`config.mk`:
```
export PLATFORM = sky130hd
export DESIGN_NAME = mem_arbiter
export DESIGN_NICKNAME = d
export VERILOG_FILES = /design/src/rtl/mem_arbiter.sv
export SDC_FILE = /design/constraint.sdc
export NUM_CORES = 1
export LEC_CHECK = 0
export ABC_CLOCK_PERIOD_IN_PS = 2400
export CAP_MARGIN = 30
export CELL_PAD_IN_SITES_DETAIL_PLACEMENT = 1
export CELL_PAD_IN_SITES_GLOBAL_PLACEMENT = 1
export CORE_AREA = 2 2 143 145
export DETAILED_ROUTE_END_ITERATION = 10
export DIE_AREA = 0 0 145 147
export PLACE_DENSITY = 0.84
export SYNTH_ARGS = -nofsm -noshare
export SYNTH_HDL_FRONTEND = slang
export SYNTH_SLANG_ARGS = --single-unit
```
`constraint.sdc`:
```
create_clock -name Clk -period 2.4 [get_ports Clk]
set_input_delay 0.6 -clock Clk [delete_from_list [all_inputs] [get_ports Clk]]
set_output_delay 0.6 -clock Clk [all_outputs]
set_load 0.1 [all_outputs]
```
`src/rtl/mem_arbiter.sv`:
```
// Two-port (instruction/data) arbiter in front of a single fixed-latency memory.
// One access runs at a time: grant, LATENCY-1 wait edges, one ACCESS cycle, one DONE cycle.
module mem_arbiter #(
  parameter int LATENCY = 20
) (
  input  logic        Clk,
  input  logic        Rst,
  input  logic        I_req,
  input  logic [31:0] I_addr,
  output logic [31:0] I_rdata,
  output logic        I_ready,
  input  logic        D_req,
  input  logic        D_we,
  input  logic [31:0] D_addr,
  input  logic [31:0] D_wdata,
  output logic [31:0] D_rdata,
  output logic        D_ready,
  output logic        Mem_en,
  output logic        Mem_we,
  output logic [29:0] Mem_addr,
  output logic [31:0] Mem_wdata,
  input  logic [31:0] Mem_rdata
);

  typedef enum logic [1:0] {
    IDLE   = 2'd0,
    WAIT   = 2'd1,
    ACCESS = 2'd2,
    DONE   = 2'd3
  } state_t;

  localparam logic [7:0] LAST_WAIT = 8'(LATENCY - 1);

  state_t     state;
  logic [7:0] count;
  logic       own_d;
  logic       we_l;
  logic       last_d;
  logic       take_d;
  logic       unused_lsbs;

  // Data side wins unless the instruction side also pends and data had the last grant.
  function automatic logic pick_d(input logic i_pend, input logic d_pend, input logic prev_d);
    return d_pend && !(i_pend && prev_d);
  endfunction

  assign take_d      = pick_d(I_req, D_req, last_d);
  assign unused_lsbs = ^{I_addr[1:0], D_addr[1:0]};

  always_ff @(posedge Clk or negedge Rst) begin
    if (!Rst) begin
      state     <= IDLE;
      count     <= 8'd0;
      own_d     <= 1'b0;
      we_l      <= 1'b0;
      last_d    <= 1'b0;
      I_ready   <= 1'b0;
      D_ready   <= 1'b0;
      I_rdata   <= 32'd0;
      D_rdata   <= 32'd0;
      Mem_en    <= 1'b0;
      Mem_we    <= 1'b0;
      Mem_addr  <= 30'd0;
      Mem_wdata <= 32'd0;
    end else begin
      I_ready <= 1'b0;
      D_ready <= 1'b0;
      case (state)
        IDLE: begin
          if (I_req || D_req) begin
            own_d     <= take_d;
            last_d    <= take_d;
            we_l      <= take_d && D_we;
            Mem_addr  <= take_d ? D_addr[31:2] : I_addr[31:2];
            Mem_wdata <= D_wdata;
            count     <= 8'd1;
            state     <= WAIT;
          end
        end
        WAIT: begin
          count <= count + 8'd1;
          if (count == LAST_WAIT) begin
            Mem_en <= 1'b1;
            Mem_we <= we_l;
            state  <= ACCESS;
          end
        end
        ACCESS: begin
          Mem_en <= 1'b0;
          Mem_we <= 1'b0;
          if (!we_l) begin
            if (own_d) D_rdata <= Mem_rdata;
            else       I_rdata <= Mem_rdata;
          end
          if (own_d) D_ready <= 1'b1;
          else       I_ready <= 1'b1;
          state <= DONE;
        end
        DONE: begin
          state <= IDLE;
        end
        default: begin
          state <= IDLE;
        end
      endcase
    end
  end

endmodule

```
==> impl_metrics.yaml, run 1 <==
status:
  outcome: "completed"
timing:
  setup_viol: 0
  fin_ws_ps: 452.6
  hold_viol: 0
  tns_ps: 0
  max_freq_ghz: 0.5135
  relSlewSlack_pct: 65.14
  rsz0062_at_grt: "false"
  slew_viol_final: 0
  worstMarginPinSlew_ps: 522.8
  min_period_ps: 1947
  fin_crit_sh_pct: 81.14
  skew_ps: 10.79
place:
  port_buffers: 258
  dpl_cell_area_sq_mm: 0.008444
  place_ws_ps: 114.8
  gp_congestion: 0.7974
  hpwl_mm: 12.83
cts:
  clk_path_buf_depth: 2
  cts_hold_buf: 0
  cts-buffers-inserted: 17
  cts_resized: 0
  tritoncts: "built"
  htreeDepth: 4
  root_buffer: "clkbuf_16"
  path_clk_slew_ps: 70
  insertion_delay_ps: 420
  cts.sinks: 142
  cts_setup_buffers: 0
layout:
  fin_area_sq_mm: 0.009015
  area_delta_synth_final_pct: 54.61
  drive_gt1_share_pct: 39.80
  nets: 817
  diodes: 0
floorplanning:
  core-area_sq_mm: 0.01984
  die_x_microns: 145
  io_pins: 263
  die_area_sq_mm: 0.02132
  die_y_microns: 147
  start_util_pct: 29.38
  rows: 52
logic_synthesis:
  synth_nets: 553
  synth_cell_types: 39
  yosys_register_bits: 142
  avgSynthCellArea_sq_um: 14.08
  synth_cells: 414
  synth_area_sq_mm: 0.005831
  ys_warn_count: 0
  ys_seq_area_share_pct: 60.94
critical_path:
  crit_arrival_ps: 2240
  worst_setup_path_end_kind: "flip-flop"
  crit_type: "flip-flop to flip-flop"
  cp_max_fo: 8
  critPathRequiredTime_ps: 2700
  cp-start-kind: "flip-flop"
detailed_routing:
  drt-total-wl_mm: 16.80
  wl_per_cell_microns: 17.48
  via_per_inst: 4.531
  via_count: 4354
  firstDrtPassIters: 4
  drc: 0
  postRouteAntennaNets: 0
  drt-initial-drc-count: 93
grt:
  gr-total-overflow: 0
  grt_max_degree: 66
  grt_usage_pct: 16.20
  grt_pass1_wl_mm: 27.11
  antenna_found_initial: 0
  grt_pass1_vias: 5005
flow_run:
  max_cap_viol_count: 0
min_path:
  min_path_type: "primary input to asynchronous set/reset pin"
logic make-up after synthesis:
group | Yosys count | synth area share (%)
flops | 142 | 60.94
compound gates | 46 | 4.871
mux | 131 | 24.61
fa+ha+maj | 6 | 1.288
xor+xnor | 3 | 0.4507
simple gates | 60 | 5.000
buf+inv | 26 | 2.832
final cells by class:
cell class	instances	area, sq um
clock buffers	17	425.4
clock inverters	15	145.1
fillers	2087	10830
inverters	3	11.26
multi-input cells	246	2133
flip-flops and latches	142	3553
well taps	270	337.8
repair buffers	268	2409
layout by cell type, fill, tap and decap left out, types with 4 or more instances in the layout:
| cell | n |
|---|---|
| clkbuf_16 | 17 |
| mux2_1 | 4 |
| dfrtp_1 | 142 |
| buf_4 | 134 |
| clkdlybuf4s50_1 | 127 |
| buf_12 | 6 |
| ha_1 | 6 |
| o21ai_0 | 28 |
| inv_8 | 5 |
| mux2i_1 | 32 |
| mux2_2 | 95 |
| inv_6 | 5 |
| nand2_1 | 35 |
| nand3_1 | 4 |
| nor2_1 | 8 |
cells in the mapped netlist, drive strengths merged:
cell type	n	area, sq um
a21oi	2	13.76
inv	3	11.26
mux2	99	1115
a31oi	1	6.260
nand3b	2	15.01
nand2	35	131.4
mux2i	32	320.3
nor3b	3	32.53
xor2	3	26.28
dfrtp	142	3553
and4	1	8.760
and2	1	6.260
nand4	1	6.260
o211ai	1	7.510
nor4b	1	15.01
buf	19	128.9
o2bb2ai	1	8.760
nand3	4	20.02
o21ai	33	172.7
nor3	1	5.000
or3b	1	8.760
and3	1	6.260
nor2	8	30.03
a21o	1	7.510
a32o	2	20.02
ha	6	75.07
a22o	3	26.28
a21boi	1	11.26
o211a	1	10.01
clkbuf	4	25.02
nor2b	1	6.260
critical path, stage by stage, from the launching register on:
cell and delay, ps:
dfrtp_1 380, inv_1 130, ha_1 400, nor3b_2 410
nor2_1 70, mux2_2 260, a22o_1 180
through the flow:
step | instances | hold WS [ps] | utilization, %
after floorplan | 414 | 304.4 | -
after global placement | 929 | 465.6 | 42.55
after detailed placement | 929 | 471.1 | 42.55
after CTS | 961 | 49.01 | 45.43
after global routing | 961 | 72.33 | 45.43
final | 961 | 64.23 | 45.43
layer usage:
metal	track usage [%]	part of all wire (%)	up-vias	wire, microns
met4	7.426	2.9	0	480
met3	5.342	7.7	33	1285
met5	0	0	-	0
met2	27.88	50	200	8441
li1	-	-	1989	-
met1	18.34	39	2132	6589
registers in the layout (all words and copies together), names as in the netlist:
name and count:
D_rdata 32, last_d 1, I_ready 1, state 2
Mem_wdata 32, count 8, we_l 1, I_rdata 32
Mem_we 1, D_ready 1, Mem_addr 30, Mem_en 1
worst paths after layout:
path / startpoint / endpoint / slack (ps) / depth (start not counted)
setup / recovery: state[0] / count[6] / 450 / 6
hold / removal: Rst / I_rdata[7] / 60 / 1
setup reg to reg: state[0] / count[6] / 450 / 6
hold reg to reg: Mem_addr[12] / Mem_addr[12] / 480 / 2
max in group asynchronous: Rst / I_rdata[27] / 1680 / 2
min in group Clk: Mem_addr[12] / Mem_addr[12] / 480 / 2
Power of run 1 is not shown: default switching activity piles up to over one toggle a cycle in this logic, so the estimate is an artifact.
==> inputs of run 2 (changes only) <==
ABC_CLOCK_PERIOD_IN_PS = 1850   (was 2400)
clock period = 1.85 ns   (was 2.4 ns; I/O delays follow)
==> impl_metrics.yaml, run 2 (synthesis gave the netlist of run 1 again) <==
grt:
  gr-total-overflow: 0
  grt_max_degree: 44
  grt_usage_pct: 18.53
  grt_pass1_wl_mm: 30.48
  grt_pass1_vias: 5313
  antenna_found_initial: 0
timing:
  hold_viol: 0
  tns_ps: 0
  max_freq_ghz: 0.5612
  skew_ps: 9.408
  worstMarginPinSlew_ps: 457.0
  setup_viol: 0
  fin_crit_sh_pct: 96.32
  min_period_ps: 1782
  relSlewSlack_pct: 69.53
  slew_viol_final: 0
  holdWs_ps: 537.3
floorplanning:
  die_y_microns: 147
  die_area_sq_mm: 0.02132
  io_pins: 263
  rows: 52
  core-area_sq_mm: 0.01984
  start_util_pct: 29.38
  die_x_microns: 145
place:
  hpwl_mm: 15.27
  gp_congestion: 0.7469
  dp.cells: 951
  port_buffers: 258
layout:
  final_common_cell: "dfrtp_1"
  diodes: 0
  top_regs: "D_rdata (32), I_rdata (32), Mem_wdata (32)"
  final_cell_mix: "dfrtp_1 (142), buf_12 (136), clkdlybuf4s50_1 (127)"
  final_cells: 984
  nets: 840
  multi_input_area_sq_mm: 0.002136
  area_delta_synth_final_pct: 86.20
  drive_gt1_share_pct: 41.74
  fillers: 1889
  fin_util_pct: 54.71
  regArea_sq_mm: 0.003553
detailed_routing:
  postRouteAntennaNets: 0
  via_per_inst: 4.477
  firstDrtPassIters: 4
  via_count: 4405
  drt-initial-drc-count: 63
  wl_per_cell_microns: 19.22
  drc: 0
  drt-total-wl_mm: 18.92
flow_run:
  max_cap_viol_count: 0
cts:
  cts-buffers-inserted: 17
  cts_setup_buffers: 0
  cts.sinks: 142
  tritoncts: "built"
  root_buffer: "clkbuf_16"
  clk_path_buf_depth: 2
  path_clk_slew_ps: 60
  htreeDepth: 4
  insertion_delay_ps: 420
critical_path:
  crit_type: "flip-flop to flip-flop"
  crit_chain: "inv_1 -> ha_1 -> nor3b_4 -> buf_12 -> mux2_1"
  worst_setup_path_end_kind: "flip-flop"
  crit_arrival_ps: 2070
  cpPeakStageDelay_ps: 380
  cp-start-kind: "flip-flop"
  critPathRequiredTime_ps: 2130
  critPathSlowestCell: "dfrtp_1"
  r2r_slack_ps: 70
  cp_max_fo: 30
min_path:
  min_path_type: "flip-flop to flip-flop"
status:
  outcome: "completed"
## run 2: cell count changes in the layout (fill, tap and decap cells not counted), sizes merged
| cell | delta |
|---|---|
| buf | +22 |
| bufinv | +2 |
| clkbuf | +1 |
| clkinvlp | -2 |
| dlygate4sd3 | +1 |
| inv | -1 |
## run 2: final timing paths
path | depth (start not counted) | end | startpoint
setup / recovery | 5 | I_rdata[21] | state[0]
hold / removal | 2 | Mem_addr[23] | Mem_addr[23]
setup reg to reg | 5 | I_rdata[21] | state[0]
hold reg to reg | 2 | Mem_addr[23] | Mem_addr[23]
max in group asynchronous | 3 | count[1] | Rst
min in group asynchronous | 2 | D_rdata[1] | Rst
## run 2: layer usage
| metal | up-vias | track usage, % | wire length [microns] |
|---|---|---|---|
| met5 | - | 0 | 0 |
| met4 | 0 | 6.089 | 286 |
| met3 | 19 | 5.963 | 1338 |
| met2 | 193 | 34.17 | 10300 |
| met1 | 2159 | 20.13 | 6997 |
| li1 | 2034 | - | - |
## run 2: final cells by class
type,count,area share [%]
clock buffer,18,4.045
clock inverter,14,1.556
inverter,3,0.1037
multi-input combinational,246,19.67
sequential,142,32.73
tap,270,3.112
timing repair buffer,291,38.78
## run 2: metrics by stage
stage,setup slack (ps),instance area [sq um]
after floorplan,137.8,5831
after global placement,-198.9,10240
after detailed placement,-260.9,10240
after CTS,46.06,10850
after global routing,-6.614,10860
final,68.14,10860
## run 2: timing repair
action | CTS | global route
endpoints found under the hold margin | 37 | 0
gates resized for setup | 0 | 1
endpoints found under the setup margin | 0 | 7
hold buffers | 1 | 0
## run 2: critical path: cells and delay by family (launching register included)
family,cells,cell delay [ps]
buf+inv,2,390
simple gates,1,270
fa+ha+maj,1,230
mux,1,380
flops,1,380
Power of run 2 is left out for the same reason.
